==> config.mk <==
export PLATFORM = sky130hd
export DESIGN_NAME = tick_scheduler
export DESIGN_NICKNAME = d
export VERILOG_FILES = /design/src/rtl/tick_sched_pkg.sv /design/src/rtl/tick_prescaler.sv /design/src/rtl/tick_scheduler.sv
export SDC_FILE = /design/constraint.sdc
export NUM_CORES = 1
export LEC_CHECK = 0
export CAP_MARGIN = 25
export CORE_MARGIN = 5
export CORE_UTILIZATION = 35
export CTS_CLUSTER_DIAMETER = 120
export DETAILED_ROUTE_END_ITERATION = 7
export GPL_TIMING_DRIVEN = 0
export PLACE_DENSITY = 0.48
export SETUP_SLACK_MARGIN = 0.2
export SLEW_MARGIN = 20
export SYNTH_ARGS = -nofsm -noshare
export SYNTH_HDL_FRONTEND = slang
export SYNTH_HIERARCHICAL = 1
export SYNTH_SLANG_ARGS = --single-unit
==> constraint.sdc <==
create_clock -name clk -period 3 [get_ports clk]
set_input_delay 0.6 -clock clk [delete_from_list [all_inputs] [get_ports clk]]
set_output_delay 0.6 -clock clk [all_outputs]
set_load 0.01 [all_outputs]
==> src/rtl/tick_sched_pkg.sv <==
// tick_sched_pkg: shared command, mode and channel-state encodings for tick_scheduler
package tick_sched_pkg;
  localparam logic CMD_STOP = 1'b0;
  localparam logic CMD_START = 1'b1;
  localparam logic MODE_ONE_SHOT = 1'b0;
  localparam logic MODE_PERIODIC = 1'b1;
  typedef enum logic {CH_IDLE, CH_RUN} ch_state_t;
endpackage

==> src/rtl/tick_prescaler.sv <==
// tick_prescaler: divides clk by DIVISOR into a 1-cycle tick, parked at 0 while disabled
module tick_prescaler #(
  parameter int DIVISOR = 50_000_000
) (
  input  logic clk,
  input  logic rst_n,
  input  logic en,
  output logic tick
);
  localparam int W = $clog2(DIVISOR);
  logic [W-1:0] cnt;
  always_ff @(posedge clk or negedge rst_n)
    if (!rst_n) cnt <= '0;
    else cnt <= (!en || cnt == W'(DIVISOR - 1)) ? '0 : cnt + 1'b1;
  assign tick = en && cnt == W'(DIVISOR - 1);
endmodule

==> src/rtl/tick_scheduler.sv <==
// tick_scheduler: CHANNELS software timers sharing one prescaled tick
module tick_scheduler
  import tick_sched_pkg::*;
#(
  parameter int DIVISOR = 50_000_000,
  parameter int CHANNELS = 4,
  parameter int CNT_W = 8
) (
  input  logic                                          clk,
  input  logic                                          rst_n,
  input  logic                                          cfg_valid,
  output logic                                          cfg_ready,
  input  logic [(CHANNELS > 1 ? $clog2(CHANNELS) : 1)-1:0] cfg_ch,
  input  logic                                          cfg_cmd,
  input  logic                                          cfg_mode,
  input  logic [CNT_W-1:0]                              cfg_period,
  output logic                                          tick,
  output logic [CHANNELS-1:0]                           busy,
  output logic [CHANNELS-1:0]                           expire
);
  localparam int CH_W = CHANNELS > 1 ? $clog2(CHANNELS) : 1;
  always_ff @(posedge clk or negedge rst_n)
    if (!rst_n) cfg_ready <= 1'b0;
    else cfg_ready <= 1'b1;
  tick_prescaler #(.DIVISOR(DIVISOR)) u_pre (
    .clk  (clk),
    .rst_n(rst_n),
    .en   (|busy),
    .tick (tick)
  );
  for (genvar c = 0; c < CHANNELS; c++) begin : g_ch
    ch_state_t state, state_n;
    logic mode, mode_n, hit, exp_n;
    logic [CNT_W-1:0] period, period_n, rem, rem_n;
    assign hit = cfg_valid && cfg_ready && cfg_ch == CH_W'(c);
    // a config on this channel overrides a coincident tick
    always_comb begin
      state_n = state;
      mode_n = mode;
      period_n = period;
      rem_n = rem;
      exp_n = 1'b0;
      if (hit) begin
        if (cfg_cmd == CMD_START && cfg_period != '0) begin
          state_n = CH_RUN;
          mode_n = cfg_mode;
          period_n = cfg_period;
          rem_n = cfg_period;
        end else begin
          state_n = CH_IDLE;
          rem_n = '0;
        end
      end else if (state == CH_RUN && tick) begin
        if (rem > CNT_W'(1)) rem_n = rem - 1'b1;
        else begin
          exp_n = 1'b1;
          state_n = mode == MODE_PERIODIC ? CH_RUN : CH_IDLE;
          rem_n = mode == MODE_PERIODIC ? period : '0;
        end
      end
    end
    always_ff @(posedge clk or negedge rst_n)
      if (!rst_n) begin
        state <= CH_IDLE;
        mode <= MODE_ONE_SHOT;
        period <= '0;
        rem <= '0;
        expire[c] <= 1'b0;
      end else begin
        state <= state_n;
        mode <= mode_n;
        period <= period_n;
        rem <= rem_n;
        expire[c] <= exp_n;
      end
    assign busy[c] = state == CH_RUN;
  end
endmodule

# ---- Word-level counts from Yosys, hierarchy flattened
# Cells that the tools add are included.
dict set report word_totals {
  regBits 103
  in_bits 15
  output_inout_bits 10
  word_cells 114
}
dict set report op_classes {
  n_addsub 5
  order_cmp 4
  eq_ne 8
  n_mux 47
  n_reduce_logical 28
}
# operator count
set op_table {}
lappend op_table {{$mux W8} 17}
lappend op_table {{$gt A8 B1 Y1 const B} 4}
lappend op_table {{$sub A8 B1 Y8 const B} 4}
lappend op_table {{$mux W1} 29}
lappend op_table {{$add A26 B1 Y26 const B} 1}
lappend op_table {{$eq A26 B26 Y1 const B} 1}
lappend op_table {{$mux W26} 1}
lappend op_table {{$reduce_and A2 Y1} 8}
lappend op_table {{$logic_and A1 B1 Y1} 11}
lappend op_table {{$ne A2 B2 Y1 const B} 4}
lappend op_table {{$reduce_bool A2 Y1} 4}
lappend op_table {{$reduce_bool A8 Y1} 1}
lappend op_table {{$eq A2 B2 Y1 const B} 2}
lappend op_table {{$reduce_or A4 Y1} 1}
lappend op_table {{$eq A2 B1 Y1 const B} 1}
lappend op_table {{$logic_not A2 Y1} 1}
lappend op_table {{$logic_not A1 Y1} 1}
lappend op_table {{$logic_or A1 B1 Y1} 1}

# ---- Depth between registers and ports, before layout
# Gate-level depths: netlist (run 1).
dict set report depth {
  ltp_word 5
  mapped_depth 10
  ltp_nobuf 9
}

# ---- Hierarchy
# The synthesis (run 1) kept the hierarchy.
# module instances cells_per_inst area_each_um2 seq_area_each_um2
set modules_own_cells {}
lappend modules_own_cells {tick_scheduler 1 438 4234.1 1926.8}
lappend modules_own_cells {tick_prescaler 1 152 1422.6 650.6}

# ---- Least setup slack after synthesis (run 1)
# OpenSTA, ideal clock, no wires.
dict set report synth_path {
  path_type {register to register}
  start {register u_pre.cnt[0]}
  end {register g_ch[3].rem[6]}
  setup_ns 0.090
  t_arrival_ns 2.551
  t_required_ns 2.910
  slack_ns 0.359
  path_stages_with_launch 11
  path_buffers 1
  synth_period_minus_slack_ns 2.641
  path_cell_list {dfrtp_1 -> ha_1 -> nand2_1 -> or4_1 -> nor2_1 -> and2_1 -> clkbuf_1 -> nand2_1 -> nor2_1 -> o21ai_0 -> o221ai_1}
}
dict set report synth_between {
  elab_chain_len 4
}
# item line_no
set synth_lines {}
lappend synth_lines {{from (decl)} tick_prescaler.sv:11} ;# logic [W-1:0] cnt;
lappend synth_lines {{from (signal assigned)} tick_prescaler.sv:14} ;# else cnt <= (!en || cnt == W'(DIVISOR - 1)) ? '0 : cnt + 1'b1;
lappend synth_lines {{$eq A26 B26 Y1} tick_prescaler.sv:15} ;# assign tick = en && cnt == W'(DIVISOR - 1);
lappend synth_lines {{$logic_and A1 B1 Y1} tick_prescaler.sv:15}
lappend synth_lines {{via tick} tick_scheduler.sv:17} ;# output logic tick,
lappend synth_lines {{$logic_and A1 B1 Y1} tick_scheduler.sv:53} ;# end else if (state == CH_RUN && tick) begin
lappend synth_lines {{$reduce_bool A2 Y1 (no line)} n/a}
lappend synth_lines {{to (signal assigned)} tick_scheduler.sv:73} ;# rem <= rem_n;
lappend synth_lines {{to (decl)} tick_scheduler.sv:34} ;# logic [CNT_W-1:0] period, period_n, rem, rem_n;
# The timed path passes the listed nets, and every way through them passes these cells.
# A chain may end at the register's enable or synchronous reset.

# ---- Worst setup path in the final report (run 1)
dict set report layout_path {
  start {register u_pre.cnt[2]}
  end {output tick}
}
dict set report layout_between {
  elab_chain_len 2
}
# item line_no
set layout_lines {}
lappend layout_lines {{$eq A26 B26 Y1} tick_prescaler.sv:15}
lappend layout_lines {{$logic_and A1 B1 Y1} tick_prescaler.sv:15}
lappend layout_lines {{to (decl)} tick_scheduler.sv:17}
# No other way between the ends.

==> results_dict.tcl, run 1 <==
set metrics [dict create \
    startpoint "u_pre/cnt[2]" \
    worstPathRequired_ns 2.40 \
    cp.arrival_ns 1.97 \
    path_max_fanout 8 \
    final_net_count 658 \
    ant_nets 0 \
    cp-end-kind "output port" \
    cts_tree "done" \
    wl_per_cell_microns 18.7 \
    dieArea_sq_um 18800 \
    powerDensity_nw_per_um2 623 \
    timing.reg2reg.setup_slack_ns 0.43 \
    antenna_found_initial 0 \
    hold_slack_ns 0.147 \
    r2r_cells 9 \
    setup_violations 0 \
    critPathMaxStageDelay_ns 0.57 \
    n_fill_cell 1601 \
    clk_pin_slew_ns 0.07 \
    area_growth_pct 16.7 \
    pin_count 25 \
    final_util_pct 41.6 \
    clock_latency_ns 0.36 \
    drc_errors 0 \
    dp_hpwl_mm 11.0 \
    ff_latch_area_sq_um 2580 \
    initial_utilization_pct 35.6 \
    grt-ovfl-total 0 \
    rsz0062_at_grt "no" \
    rows 46 \
    wl_met2_mm 7.24 \
    max_freq_ghz 0.389 \
    multi_input_area_sq_um 2940 \
    path_class "reg2out" \
    period_minus_slack_ns 2.57 \
    drt_first_iter_violations 345 \
    cts_buffers 9 \
    routed_via_density 5.70 \
    r2r_start "u_pre/cnt[2]" \
    p_leak_nw 2.73 \
    yosys_warnings 6 \
    design_area_sq_um 6600 \
    wl_met3_microns 508 \
    antenna_cells 0 \
    startpoint_type "register" \
    placed_area_sq_um 6200 \
    slew_headroom_pct 62.1 \
    grt_use_total_pct 17.9 \
    fp.dieH_microns 137 \
    drv_slew 0 \
    synth.avg_cell_area_sq_um 9.59 \
    route.vias.total 4865 \
    worstReg2RegEnd "g_ch[2].rem[6]" \
    synthDistinctLibCells 62 \
    routed.top_layer "met4" \
    synth_edf_count 0 \
    period_share_pct 85.7 \
    synth_ff_type "dfrtp_1" \
    clock_path_buffers 2 \
    max-cap-violations 0 \
    ys_ff_latch 103 \
    worstPathCellList "nand3_4 > or4_4 > nor2_1 > and2_2 > clkbuf_2" \
    grt_pass1_wl_mm 26.2 \
    status "finished clean" \
    crit_slowest_cell "or4_4" \
    holdCritPathClass "in2async" \
    hold_viol 0 \
    cts_max_level 3 \
    portBuffers 24 \
    yosysSeqAreaShare_pct 45.6 \
    fin_ws_ns 0.428 \
    dr.pass1.iters 4 \
    clock-root-buffer "clkbuf_16" \
    core_area_sq_um 15900 \
    grt_pass1_vias 4771 \
    cts_hold_buf 0 \
    worst_pin_slew_ns 0.569 \
    wl_mm 16.0 \
    grt_max_degree 66 \
    netlist_area_sq_um 5660 \
    synthArstFlopShare_pct 100 \
    place_congestion 0.798 \
    die_x_microns 137 \
    peakVddDrop_v 0.000306 \
    cts.sinks 103 \
    pre_cts_ws_ns -0.427 \
    power_mw 4.12 \
    layout-drive-gt1-share_pct 9.87 \
    netlist_instances 590 \
    fin_skew_ns 0.0105 \
    syn_nets 615 \
    wl_met1_mm 8.04 \
]
==> repair_timing <==
action / 4_1_cts / 5_1_grt
buffers inserted: 3 / 4
gates resized for setup: 11 / 7
pin swaps: 0 / 1
endpoints found under the setup margin: 36 / 14
==> synth_stat cells, types with 3 or more instances <==
library cell / n / area [sq um]
nor2_1: 51 / 191
and3_1: 5 / 31.3
o211ai_1: 5 / 37.5
nand2_1: 54 / 203
or4_4: 4 / 45.0
or3_1: 7 / 43.8
o31ai_1: 14 / 105
clkbuf_1: 19 / 71.3
nor4_1: 8 / 50.1
or4_1: 15 / 113
nor3b_1: 5 / 37.5
inv_1: 14 / 52.6
mux2_2: 6 / 67.6
o21ai_1: 5 / 25.0
o22ai_1: 3 / 18.8
o2bb2ai_1: 11 / 96.3
and4b_1: 3 / 30.0
and2_1: 6 / 37.5
and4_1: 5 / 43.8
ha_1: 10 / 125
nand3_1: 36 / 180
buf_2: 4 / 20.0
a31oi_1: 7 / 43.8
xnor2_1: 14 / 123
a21oi_1: 31 / 155
xor2_1: 10 / 87.6
nand4_1: 17 / 106
a21o_1: 24 / 180
a2111o_1: 4 / 45.0
dfrtp_1: 103 / 2580
nor3_1: 16 / 80.1
mux2i_1: 7 / 70.1
buf_4: 4 / 30.0
a211oi_1: 7 / 52.6
o21ai_0: 11 / 55.1
a221o_1: 7 / 70.1
==> how the worst max path moves through the flow <==
stage | endpoint | slack (ns) | cells after the start
detailed placement | g_ch[3].rem[6] | -0.43 | 10
floorplan | g_ch[3].rem[6] | 0.36 | 10
global route | g_ch[3].rem[6] | 0.21 | 9
global placement | g_ch[1].period[2] | -2.93 | 1
CTS | tick | 0.21 | 5
finish | tick | 0.43 | 5
==> logic make-up after synthesis <==
| logic type | Yosys count | synth area share [%] |
|---|---|---|
| XOR/XNOR | 24 | 3.72 |
| AO/OA/AOI/OAI | 147 | 18.6 |
| adder cells (fa/ha/maj) | 10 | 2.21 |
| other | 1 | 0.0663 |
| buffers and inverters | 42 | 3.27 |
| AND/OR/NAND/NOR | 250 | 24.2 |
| multiplexers | 13 | 2.43 |
| flip-flops | 103 | 45.6 |
==> flip-flops by register name (all words and copies together) (netlist names) <==
register     flops
g_ch.rem        32
g_ch.mode        4
g_ch.period     32
expire           4
g_ch.state       4
cfg_ready        1
u_pre/cnt       26
==> metal layers <==
layer  vias up  GRT usage (%)
li1       2298              -
met1      2466           25.7
met2        87           27.5
met3        14           3.42
met4         0           4.77
met5         -              0
==> where the power goes <==
group          internal [mW]  leakage, nW  switching, mW
clock                  0.680        0.148          0.559
sequential              1.60         1.34          0.224
combinational          0.478         1.25          0.576
==> area by class of cell <==
class                           count  area share, %
Buffer                             28           2.03
Clock buffer                       11           3.68
Clock inverter                      5           1.00
Inverter                           14          0.796
Multi-Input combinational cell    445           44.5
Sequential cell                   103           39.1
Tap cell                          216           4.09
Timing Repair Buffer               32           4.79
==> cell usage in the layout (no fill, tap or decap), types with 5 or more instances in the layout <==
master,instances
a211oi_1,7
a21o_1,24
a21oi_1,31
a221o_1,7
a31oi_1,7
and2_1,5
and3_1,5
and4_1,5
buf_4,11
clkbuf_1,19
clkbuf_16,9
clkdlybuf4s50_1,22
dfrtp_1,100
ha_1,9
inv_1,14
mux2_2,6
mux2i_1,7
nand2_1,54
nand3_1,36
nand4_1,17
nor2_1,48
nor3_1,16
nor3b_1,5
nor4_1,8
o211ai_1,5
o21ai_0,11
o21ai_1,5
o2bb2ai_1,11
o31ai_1,14
or3_1,7
or4_1,14
or4_4,5
xnor2_1,14
xor2_1,10
==> worst max-delay path: cells and delay by family, from the launching register on <==
| family | cells | cell delay (ns) |
|---|---|---|
| buffers and inverters | 1 | 0.15 |
| flip-flops | 1 | 0.42 |
| AND/OR/NAND/NOR | 4 | 1.04 |
==> through the flow <==
step / TNS [ns] / cells
finish: 0 / 854
global route: 0 / 854
CTS: 0 / 850
detailed placement: -5.30 / 831
global placement: -306.74 / 830
floorplan: 0 / 590
No activity file was read; power rests on OpenSTA's default activity.
==> inputs of run 2 (changes only) <==
==> constraint.sdc (replaced) <==
create_clock -name clk -period 3.3 [get_ports clk]
set_input_delay 0.66 -clock clk [delete_from_list [all_inputs] [get_ports clk]]
set_output_delay 0.66 -clock clk [all_outputs]
set_load 0.01 [all_outputs]
==> results_dict.tcl, run 2 (same netlist as run 1, synthesis figures left out) <==
set metrics [dict create \
    powerDensity_nw_per_um2 571 \
    portBuffers 24 \
    clock_latency_ns 0.36 \
    drc_errors 0 \
    die_x_microns 137 \
    fp.dieH_microns 137 \
    path_class "reg2out" \
    route.vias.total 4847 \
    final_net_count 654 \
    layout-drive-gt1-share_pct 8.83 \
    fin_skew_ns 0.0113 \
    grt_max_degree 66 \
    setup_violations 0 \
    p_leak_nw 2.71 \
    dr.pass1.iters 4 \
    antenna_found_initial 0 \
    hold_slack_ns 0.203 \
    cts_max_level 3 \
    worstPathRequired_ns 2.64 \
    final_common_cell "dfrtp_1" \
    final_cell_mix "dfrtp_1, nand2_1, nor2_1" \
    routed_via_density 5.70 \
    rsz0062_at_grt "no" \
    wl_per_cell_microns 18.8 \
    initial_utilization_pct 35.6 \
    cts.sinks 103 \
    max-cap-violations 0 \
    period_minus_slack_ns 2.82 \
    critPathMaxStageDelay_ns 0.59 \
    slew_headroom_pct 62.1 \
    dieArea_sq_um 18800 \
    ant_nets 0 \
    startpoint_type "register" \
    rows 46 \
    top_regs "g_ch.period (32), g_ch.rem (32), u_pre/cnt (26)" \
    r2r_cells 9 \
    worstPathCellList "nand3_4 > or4_1 > nor2_1 > and2_2 > dlygate4sd2_1" \
    place_congestion 0.798 \
    holdCritPathClass "in2async" \
    area_growth_pct 15.8 \
    cts_hold_buf 0 \
    period_share_pct 85.4 \
    clk_pin_slew_ns 0.07 \
    grt_use_total_pct 17.9 \
    drv_slew 0 \
    wl_mm 16.0 \
    grt_pass1_vias 4771 \
    drt_first_iter_violations 331 \
    path_max_fanout 8 \
    clock_path_buffers 2 \
    grt_pass1_wl_mm 26.2 \
    cts_tree "done" \
    antenna_cells 0 \
    peakVddDrop_v 0.000277 \
    cts_buffers 9 \
    pin_count 25 \
    grt-ovfl-total 0 \
    dp_hpwl_mm 11.0 \
    cp-end-kind "output port" \
    status "finished clean" \
    pre_cts_ws_ns -0.127 \
    fin_ws_ns 0.481 \
    cp.arrival_ns 2.16 \
    core_area_sq_um 15900 \
    hold_viol 0 \
    worst_pin_slew_ns 0.569 \
    max_freq_ghz 0.355 \
    clock-root-buffer "clkbuf_16" \
    crit_slowest_cell "or4_1" \
]
==> run 2: critical path, delay by kind of cell (launching register included) <==
kind | cells | cell delay, ns
and+or+nand+nor | 4 | 1.08
DFF | 1 | 0.43
buffers and inverters | 1 | 0.30
==> run 2: power by group <==
| part | leakage [nW] | internal [mW] | switching (mW) | total [mW] |
|---|---|---|---|---|
| logic | 1.23 | 0.430 | 0.520 | 0.950 |
| registers | 1.34 | 1.45 | 0.204 | 1.66 |
| clock network | 0.148 | 0.618 | 0.514 | 1.13 |
| total | 2.71 | 2.50 | 1.24 | 3.74 |
==> run 2: worst paths after layout <==
kind	slack (ns)	from	endpoint
max	0.48	u_pre/cnt[2]	tick
min	0.20	rst_n	g_ch[3].rem[5]
max reg2reg	0.58	u_pre/cnt[2]	g_ch[3].rem[6]
min reg2reg	0.48	g_ch[1].period[5]	g_ch[1].period[5]
max in group asynchronous	2.42	rst_n	u_pre/cnt[0]
min in group clk	0.48	g_ch[1].period[5]	g_ch[1].period[5]
==> run 2: what timing repair did <==
action                                  4_1_cts  5_1_grt
endpoints found under the setup margin       20       13
buffers inserted                              3        0
gates resized for setup                       8        4
cloned                                        0        0
==> run 2: layer usage <==
| layer | vias up | GRT usage [%] | routed length, microns |
|---|---|---|---|
| li1 | 2292 | - | - |
| met1 | 2464 | 25.7 | 8030 |
| met2 | 75 | 27.5 | 7170 |
| met3 | 16 | 3.42 | 532 |
| met4 | 0 | 4.77 | 233 |
| met5 | - | 0 | 0 |
==> run 2: final cells by class <==
type	instances	area, sq um
plain buffers	28	134
clock buffers	11	243
clock inverters	5	66.3
fillers	1608	9330
inverters	14	52.6
multi-input cells	445	2920
flip-flops and latches	103	2580
well taps	216	270
repair buffers	28	290
==> run 2: through the flow <==
stage	instance area (sq um)	cells	TNS (ns)	power [mW]	util, %
3_5_place_dp	6200	831	-0.368	2.58	39.0
2_1_floorplan	5660	590	0	2.28	-
3_3_place_gp	6170	830	-276.45	2.56	38.8
6_report	6550	850	0	3.74	41.2
5_1_grt	6550	850	0	3.96	41.2
4_1_cts	6550	850	0	3.78	41.2
